===== config.mk =====
export PLATFORM = sky130hd
export DESIGN_NAME = div32_seq_flat
export DESIGN_NICKNAME = d
export VERILOG_FILES = /design/src/rtl/div32_seq_if.sv /design/src/rtl/div32_seq.sv /design/src/flat_wrapper.sv
export SDC_FILE = /design/constraint.sdc
export NUM_CORES = 1
export LEC_CHECK = 0
export BUFFER_PORTS_ARGS = -buffer_cell sky130_fd_sc_hd__buf_2
export CAP_MARGIN = 5
export CORE_ASPECT_RATIO = 0.8
export CORE_MARGIN = 4
export CORE_UTILIZATION = 58
export CTS_CLUSTER_DIAMETER = 120
export DETAILED_ROUTE_END_ITERATION = 12
export GPL_TIMING_DRIVEN = 1
export PLACE_DENSITY = 0.81
export SLEW_MARGIN = 20
export SYNTH_ARGS = -nofsm -noshare
export SYNTH_HDL_FRONTEND = slang
export SYNTH_SLANG_ARGS = --single-unit

===== constraint.sdc =====
create_clock -name clk -period 6.3 [get_ports clk]
set_input_delay 0.945 -clock clk [delete_from_list [all_inputs] [get_ports clk]]
set_output_delay 0.945 -clock clk [all_outputs]
set_load 0.005 [all_outputs]

===== src/rtl/div32_seq_if.sv =====
// Request/result bundle for the sequential 32-bit unsigned divider.
// The master drives operands and start; the slave (divider) returns results and status.
interface div32_seq_if;
  logic        start;
  logic [31:0] dividend;
  logic [31:0] divisor;
  logic [31:0] quotient;
  logic [31:0] remainder;
  logic        done;
  logic        busy;
  logic        dz;

  modport master (
    output start, dividend, divisor,
    input  quotient, remainder, done, busy, dz
  );

  modport slave (
    input  start, dividend, divisor,
    output quotient, remainder, done, busy, dz
  );
endinterface


===== src/rtl/div32_seq.sv =====
// Sequential 32-bit unsigned restoring divider: one quotient bit per clock, MSB first.
// Define DIV32_ZERO_FASTPATH_EN to finish divide-by-zero one edge after accept.
module div32_seq (
  input  logic        clk,
  input  logic        rst,
  div32_seq_if.slave  bus
);

  typedef enum logic [1:0] {S_IDLE, S_RUN, S_DONE} state_t;

  state_t      r_state;
  logic [4:0]  r_cnt;
  logic [31:0] r_dvd;   // dividend shifts out MSB-first while quotient bits shift in
  logic [31:0] r_dvs;
  logic [31:0] r_rem;
  logic [31:0] r_quo;
  logic [31:0] r_rmd;
  logic        r_done;
  logic        r_busy;
  logic        r_dz;

  logic [32:0] w_partial;
  logic        w_ge;
  logic [31:0] w_sub;
  logic [31:0] w_rem_next;
  logic [31:0] w_quo_next;

  // A kept difference is always below the divisor, so 32 bits of it are exact.
  assign w_partial  = {r_rem, r_dvd[31]};
  assign w_ge       = (w_partial >= {1'b0, r_dvs});
  assign w_sub      = w_partial[31:0] - r_dvs;
  assign w_rem_next = w_ge ? w_sub : w_partial[31:0];
  assign w_quo_next = {r_dvd[30:0], w_ge};

  always_ff @(posedge clk or posedge rst) begin
    if (rst) begin
      r_state <= S_IDLE;
      r_cnt   <= '0;
      r_dvd   <= '0;
      r_dvs   <= '0;
      r_rem   <= '0;
      r_quo   <= '0;
      r_rmd   <= '0;
      r_done  <= 1'b0;
      r_busy  <= 1'b0;
      r_dz    <= 1'b0;
    end else begin
      r_done <= 1'b0;
      case (r_state)
        S_RUN: begin
          r_rem <= w_rem_next;
          r_dvd <= w_quo_next;
          r_cnt <= r_cnt + 5'd1;
`ifdef DIV32_ZERO_FASTPATH_EN
          if (r_dvs == '0) begin
            r_quo   <= '1;
            r_rmd   <= r_dvd;
            r_dz    <= 1'b1;
            r_done  <= 1'b1;
            r_busy  <= 1'b0;
            r_state <= S_DONE;
          end else
`endif
          if (r_cnt == 5'd31) begin
            r_quo   <= w_quo_next;
            r_rmd   <= w_rem_next;
            r_dz    <= (r_dvs == '0);
            r_done  <= 1'b1;
            r_busy  <= 1'b0;
            r_state <= S_DONE;
          end
        end
        default: begin
          if (bus.start) begin
            r_dvd   <= bus.dividend;
            r_dvs   <= bus.divisor;
            r_rem   <= '0;
            r_cnt   <= '0;
            r_dz    <= 1'b0;
            r_busy  <= 1'b1;
            r_state <= S_RUN;
          end else begin
            r_state <= S_IDLE;
          end
        end
      endcase
    end
  end

  assign bus.quotient  = r_quo;
  assign bus.remainder = r_rmd;
  assign bus.done      = r_done;
  assign bus.busy      = r_busy;
  assign bus.dz        = r_dz;

endmodule


===== src/flat_wrapper.sv =====
// flat-port wrapper written by rule: the top's interface ports become plain ports
module div32_seq_flat 
  (clk, rst, bus_start, bus_dividend, bus_divisor, bus_quotient, bus_remainder, bus_done, bus_busy, bus_dz);
  div32_seq_if bus_i ();
  input  logic clk;
  input  logic rst;
  input wire logic [$bits(bus_i.start)-1:0] bus_start;
  input wire logic [$bits(bus_i.dividend)-1:0] bus_dividend;
  input wire logic [$bits(bus_i.divisor)-1:0] bus_divisor;
  output wire logic [$bits(bus_i.quotient)-1:0] bus_quotient;
  output wire logic [$bits(bus_i.remainder)-1:0] bus_remainder;
  output wire logic [$bits(bus_i.done)-1:0] bus_done;
  output wire logic [$bits(bus_i.busy)-1:0] bus_busy;
  output wire logic [$bits(bus_i.dz)-1:0] bus_dz;
  assign bus_i.start = bus_start;
  assign bus_i.dividend = bus_dividend;
  assign bus_i.divisor = bus_divisor;
  assign bus_quotient = bus_i.quotient;
  assign bus_remainder = bus_i.remainder;
  assign bus_done = bus_i.done;
  assign bus_busy = bus_i.busy;
  assign bus_dz = bus_i.dz;
  div32_seq u_core (.clk(clk), .rst(rst), .bus(bus_i));
endmodule

==> results of run 1 <==
-- final cells by class --
| type | count | area share (%) |
|---|---|---|
| timing repair buffer | 141 | 6.98 |
| sequential | 170 | 40.9 |
| clock buffer | 19 | 4.26 |
| multi-input combinational | 682 | 42.6 |
| inverter | 44 | 1.64 |
| tap | 210 | 2.53 |
| clock inverter | 12 | 1.12 |
-- power by group --
group	internal, mW	leakage (nW)	switching, mW
sequential	1.68	2.01	0.423
combinational	1.63	2.88	2.27
clock	0.558	0.269	0.450
-- through the flow --
| stage | hold WS (ps) | worst slack, ps |
|---|---|---|
| finish | 466 | 2910 |
| global route | 490 | 2640 |
| CTS | 473 | 2990 |
| detailed placement | 456 | 3010 |
| global placement | 455 | 3070 |
| floorplan | 443 | 752 |
-- state kept, by name, indices dropped and copies added, names as in the netlist --
| name | cells |
|---|---|
| u_core.bus.done | 1 |
| u_core.bus.quotient | 32 |
| u_core.r_rem | 32 |
| u_core.bus.remainder | 32 |
| u_core.r_dvs | 32 |
| u_core.r_state | 2 |
| u_core.r_cnt | 5 |
| u_core.r_dvd | 32 |
| u_core.bus.busy | 1 |
| u_core.bus.dz | 1 |
-- routing by layer --
| layer | part of all wire [%] | global-route usage [%] |
|---|---|---|
| met1 | 46 | 37.9 |
| met5 | 0 | 0 |
| met4 | 2.5 | 8.54 |
| met2 | 45 | 38.4 |
| met3 | 6.1 | 5.59 |
-- cells in the final DEF (no fill, tap or decap), types with 8 or more instances in the layout --
cell	netlist	layout
a21o_1	11	11
a21oi_1	35	35
buf_2	5	133
buf_4	1	8
clkbuf_16	0	17
dfrtp_1	170	170
ha_1	34	34
inv_1	44	43
mux2_2	34	34
mux2i_1	55	55
nand2_1	198	197
nand3_1	11	11
nand3b_1	32	32
nand4_1	9	9
nor2_1	26	26
nor4_1	10	10
o21ai_0	92	92
o21ai_1	18	18
o221ai_1	9	9
xnor2_1	12	12
xor2_1	14	14
-- synthesized netlist by cell type (6+ instances only) --
library cell / count
nand2_1: 198
dfrtp_1: 170
o21ai_0: 92
mux2i_1: 55
clkbuf_1: 45
inv_1: 44
a21oi_1: 35
ha_1: 34
mux2_2: 34
nand3b_1: 32
nor2_1: 26
o21ai_1: 18
xor2_1: 14
xnor2_1: 12
a21o_1: 11
nand3_1: 11
nor4_1: 10
nand4_1: 9
o221ai_1: 9
a2bb2oi_1: 7
nor2b_1: 6
-- path summary, 6_finish.rpt --
kind	from	to	cells after the start
max in group asynchronous	rst	u_core.bus.remainder[17]	3
min reg2reg	u_core.bus.quotient[24]	u_core.bus.quotient[24]	2
max reg2reg	u_core.r_rem[17]	u_core.r_rem[18]	9
max	u_core.r_rem[17]	u_core.r_rem[18]	9
min	u_core.bus.quotient[24]	u_core.bus.quotient[24]	2
min in group asynchronous	rst	u_core.bus.busy	2
-- cell families after synthesis --
group           Yosys count  share of synthesized area [%]
xor+xnor                 26                           2.50
buf+inv                 103                           4.73
compound gates          214                           14.6
mux                      89                           10.3
flops                   170                           46.8
simple gates            318                           16.2
fa+ha+maj                35                           4.90
-- critical path, stage by stage, from the launching register on --
cell      delay [ps]
dfrtp_1          410
ha_1             450
nand4_1          220
or2_1            310
o311ai_1         360
a211oi_2         110
o41ai_4          200
buf_4            580
nand2_1          320
o221ai_1         300
==> results.py, run 1 <==
metrics = {
    "run_status": {
        "status": "complete, no violations",
    },
    "finish": {
        "drive_gt1_share_pct": 20.7,
        "final_cells": 1278,
        "post-route-util_pct": 68.3,
        "fillers": 1238,
        "multi_input_area_sq_um": 4430,
        "num-nets-final": 1158,
        "antenna_cells": 0,
        "regArea_sq_um": 4250,
        "final_area_sq_um": 10400,
        "area_growth_syn_to_layout_pct": 14.4,
    },
    "placed_design": {
        "dp_cells": 1247,
        "placedInstanceArea_sq_um": 9840,
        "place_congestion": 0.968,
        "post-dp-hpwl_mm": 15.5,
        "portBuffers": 133,
    },
    "drt": {
        "via_per_inst": 5.87,
        "ant_nets": 0,
        "first_iter_violations": 900,
        "vias": 7502,
        "drc": 0,
        "drt_pass1_iterations": 5,
        "wire_per_inst_microns": 17.5,
        "routed_wirelength_mm": 22.4,
    },
    "timing": {
        "setup_viol": 0,
        "min_period_ps": 3390,
        "rsz0062_at_grt": "false",
        "clock.fmax_ghz": 0.295,
        "tightest_slew_ps": 998,
        "finalClockSkew_ps": 10.9,
        "hold_viol": 0,
        "finalSetupTns_ps": 0,
        "slew_viol_final": 0,
        "finalCritPeriodShare_pct": 53.9,
        "slew-limit-headroom_pct": 33.5,
    },
    "clock_network": {
        "clock_path_buffers": 2,
        "ctsHtreeMaxLevel": 4,
        "ctsHoldBuffers": 0,
        "ctsResizeCount": 0,
        "insertion_delay_ps": 430,
        "cts_tree": "done",
        "clkSinkCount": 170,
        "cts-buffers-inserted": 17,
        "clkTransAtPathRegs_ps": 70,
        "cts_post_setup_buffers_inserted": 0,
        "cts_root_buffer": "clkbuf_16",
    },
    "flow_run": {
        "cap_viol_max_count": 0,
    },
    "floorplan": {
        "die_x_microns": 148,
        "die_h_microns": 120,
        "dieArea_sq_um": 17800,
        "core_sq_um": 15200,
        "initial_utilization_pct": 59.8,
        "num_io_pins": 134,
        "rows": 40,
    },
    "grt": {
        "grt_start_max_net_pins": 96,
        "antenna_found_initial": 0,
        "grt_overflow": 0,
        "grt_pass1_wl_mm": 37.0,
        "grt_pass1_vias": 7258,
        "track_usage_pct": 25.9,
    },
    "synth": {
        "syn_area_sq_um": 9090,
        "yosysSeqAreaShare_pct": 46.8,
        "synth.avg_cell_area_sq_um": 9.52,
        "netlist_instances": 955,
        "ys_async_sr_fraction_pct": 100,
        "synth_top_area_share_pct": 46.8,
        "ys_types": 60,
        "yosysTopAreaCell": "dfrtp_1",
        "syn_nets": 1057,
        "ys_ff_latch": 170,
        "synth_area_leaders": "dfrtp_1 (47%), nand2_1 (8.2%), mux2i_1 (6.1%)",
        "synth-edff-count": 0,
        "ys.flop_type": "dfrtp_1",
        "ys.warnings.count": 0,
    },
    "worst_setup_path": {
        "required_ps": 6630,
        "cp_max_fo": 47,
        "startpoint_type": "flip-flop",
        "arrival_ps": 3720,
        "crit_path_end_kind": "flip-flop",
        "crit_type": "reg2reg",
        "r2r_setup_slack_ps": 2910,
    },
    "power": {
        "cellLeakagePower_nw": 5.16,
        "ir_drop_uv": 298,
        "p_total_mw": 7.01,
        "powerDensity_nw_per_um2": 674,
    },
    "hold_path": {
        "hold_path.class": "reg2reg",
    },
}
Power figures use the tool's default switching activity.
==> run 2: changes to the inputs <==
--- a/config.mk
+++ b/config.mk
@@ -9,11 +9,11 @@
 export CAP_MARGIN = 5
 export CORE_ASPECT_RATIO = 0.8
 export CORE_MARGIN = 4
-export CORE_UTILIZATION = 58
+export CORE_UTILIZATION = 52
 export CTS_CLUSTER_DIAMETER = 120
 export DETAILED_ROUTE_END_ITERATION = 12
 export GPL_TIMING_DRIVEN = 1
-export PLACE_DENSITY = 0.81
+export PLACE_DENSITY = 0.77
 export SLEW_MARGIN = 20
 export SYNTH_ARGS = -nofsm -noshare
 export SYNTH_HDL_FRONTEND = slang
==> constraint.sdc (replaced) <==
create_clock -name clk -period 2.8 [get_ports clk]
set_input_delay 0.42 -clock clk [delete_from_list [all_inputs] [get_ports clk]]
set_output_delay 0.42 -clock clk [all_outputs]
set_load 0.005 [all_outputs]
==> run 2 against run 1 <==
Compared with the run above:
- the run now ends with setup timing left
- non-clock buffer count is 125 higher
- cell count up 11%
- global-route usage fell by 0.86 points
- cell area grew 17%
- highest routed layer unchanged
==> results.py, run 2 (synthesis gave the netlist of run 1 again) <==
metrics = {
    "run_status": {
        "status": "finished with violations",
        "failed_checks": "setup timing",
    },
    "drt": {
        "routed_wirelength_mm": 25.7,
        "drc": 0,
        "drt_pass1_iterations": 5,
        "ant_nets": 0,
        "wire_per_inst_microns": 18.2,
        "vias": 8100,
        "via_per_inst": 5.73,
        "first_iter_violations": 581,
    },
    "timing": {
        "finalSetupTns_ps": -170,
        "setup_viol": 10,
        "tightest_slew_ps": 898,
        "rsz0062_at_grt": "true",
        "slew-limit-headroom_pct": 40.1,
        "hold_viol": 0,
        "slew_viol_final": 0,
        "finalClockSkew_ps": 13.1,
        "fin_ws_ps": -38.5,
        "finalCritPeriodShare_pct": 101,
        "clock.fmax_ghz": 0.352,
        "min_period_ps": 2840,
    },
    "clock_network": {
        "cts-buffers-inserted": 17,
        "insertion_delay_ps": 450,
        "cts_root_buffer": "clkbuf_16",
        "cts_tree": "done",
        "clkSinkCount": 170,
        "ctsHoldBuffers": 0,
        "ctsHtreeMaxLevel": 4,
        "clock_path_buffers": 2,
        "clkTransAtPathRegs_ps": 70,
    },
    "worst_setup_path": {
        "worstSetupEndpoint": "u_core.r_rem[30]",
        "required_ps": 3100,
        "crit_path_end_kind": "flip-flop",
        "path_buf_inv": 2,
        "r2r-end": "u_core.r_rem[30]",
        "reg2regPathDepth": 11,
        "crit_type": "reg2reg",
        "reg2reg_from": "u_core.r_dvs[2]",
        "slowest_stage": "dfrtp_1",
        "crit_cells": 11,
        "path_cells": "inv_2 -> ha_4 -> buf_6 -> nor2b_4 -> o31a_1 -> o21ai_2 -> nand2_2 -> a221o_1 -> a31oi_1 -> xor2_1 -> o221ai_1",
        "slowest_delay_ps": 420,
        "cp_max_fo": 4,
        "arrival_ps": 3140,
        "r2r_setup_slack_ps": -40,
        "cp_top_family": "compound AO/OA/AOI/OAI gates",
        "startpoint_type": "flip-flop",
        "crit_start": "u_core.r_dvs[2]",
    },
    "finish": {
        "area_growth_syn_to_layout_pct": 33.9,
        "final_area_sq_um": 12200,
        "mostFrequentLayoutCell": "nand2_1",
        "fillers": 1157,
        "num-nets-final": 1283,
        "post-route-util_pct": 72.2,
        "mostFrequentLayoutCells": "nand2_1 (196), dfrtp_1 (168), buf_2 (133)",
        "drive_gt1_share_pct": 36.5,
        "antenna_cells": 0,
    },
    "floorplan": {
        "dieArea_sq_um": 19700,
        "initial_utilization_pct": 53.9,
        "core_sq_um": 16900,
        "rows": 42,
        "die_h_microns": 126,
        "num_io_pins": 134,
        "die_x_microns": 156,
    },
    "grt": {
        "grt_overflow": 0,
        "grt_pass1_vias": 7712,
        "grt_pass1_wl_mm": 39.6,
        "grt_start_max_net_pins": 119,
        "antenna_found_initial": 0,
        "track_usage_pct": 25.0,
    },
    "hold_path": {
        "hold_path.class": "in2async",
    },
    "flow_run": {
        "cap_viol_max_count": 0,
    },
    "placed_design": {
        "place_congestion": 0.929,
        "place_ws_ps": -256,
        "post-dp-hpwl_mm": 16.9,
        "placedInstanceArea_sq_um": 10700,
        "portBuffers": 133,
    },
}
==> run 2: cell count changes in the layout (fill, tap and decap cells not counted), sizes merged <==
| cell | previous run | this run |
|---|---|---|
| buf | 141 | 265 |
| inv | 48 | 51 |
| clkinvlp | 3 | 2 |
==> run 2: final cells by class <==
type,instances,area [sq um],share of cell area [%]
clock buffers,18,439,3.61
clock inverters,14,174,1.43
inverters,44,169,1.39
multi-input cells,682,5060,41.6
flip-flops and latches,170,4260,35.0
well taps,220,275,2.26
repair buffers,266,1800,14.8
==> run 2: metrics by stage <==
stage | hold slack [ps] | cells
finish | 172 | 1414
global route | 191 | 1414
CTS | 186 | 1402
detailed placement | 457 | 1359
global placement | 455 | 1359
floorplan | 443 | 955
==> run 2: repair_timing <==
| item | CTS | global route |
|---|---|---|
| pin swaps | 18 | 44 |
| gates cloned | 1 | 1 |
| setup endpoints to repair | 66 | 65 |
| setup buffers | 10 | 11 |
| gates resized for setup | 28 | 130 |
==> run 2: metal layers <==
layer / vias up / GRT usage (%) / wire length, microns
met5: - / 0 / 0
met4: 0 / 7.72 / 582
met3: 51 / 5.04 / 1420
met2: 301 / 36.8 / 12100
met1: 3971 / 37.3 / 11600
li1: 3777 / - / -
==> run 2: worst min path at each step <==
stage / startpoint / end / slack (ps) / cells after the start
6_report: rst / u_core.bus.remainder[2] / 170 / 3
3_5_place_dp: u_core.bus.quotient[1] / u_core.bus.quotient[1] / 460 / 2
3_3_place_gp: u_core.bus.quotient[31] / u_core.bus.quotient[31] / 450 / 2
2_1_floorplan: u_core.r_cnt[3] / u_core.r_cnt[3] / 440 / 1
4_1_cts: bus_divisor[15] / u_core.r_dvs[15] / 190 / 2
5_1_grt: bus_divisor[13] / u_core.r_dvs[13] / 190 / 2
==> run 2: worst register-to-register path, cell delays in order, from the launching register on <==
cell      delay [ps]
dfrtp_1          420
inv_2            100
ha_4             210
buf_6            120
nor2b_4          120
o31a_1           350
o21ai_2          240
nand2_2           90
a221o_1          420
a31oi_1          230
xor2_1           250
o221ai_1         160
Power of run 2 is left out: the tool's default activity adds up to more than one toggle a clock period on the data nets, which glitch-free logic cannot reach.
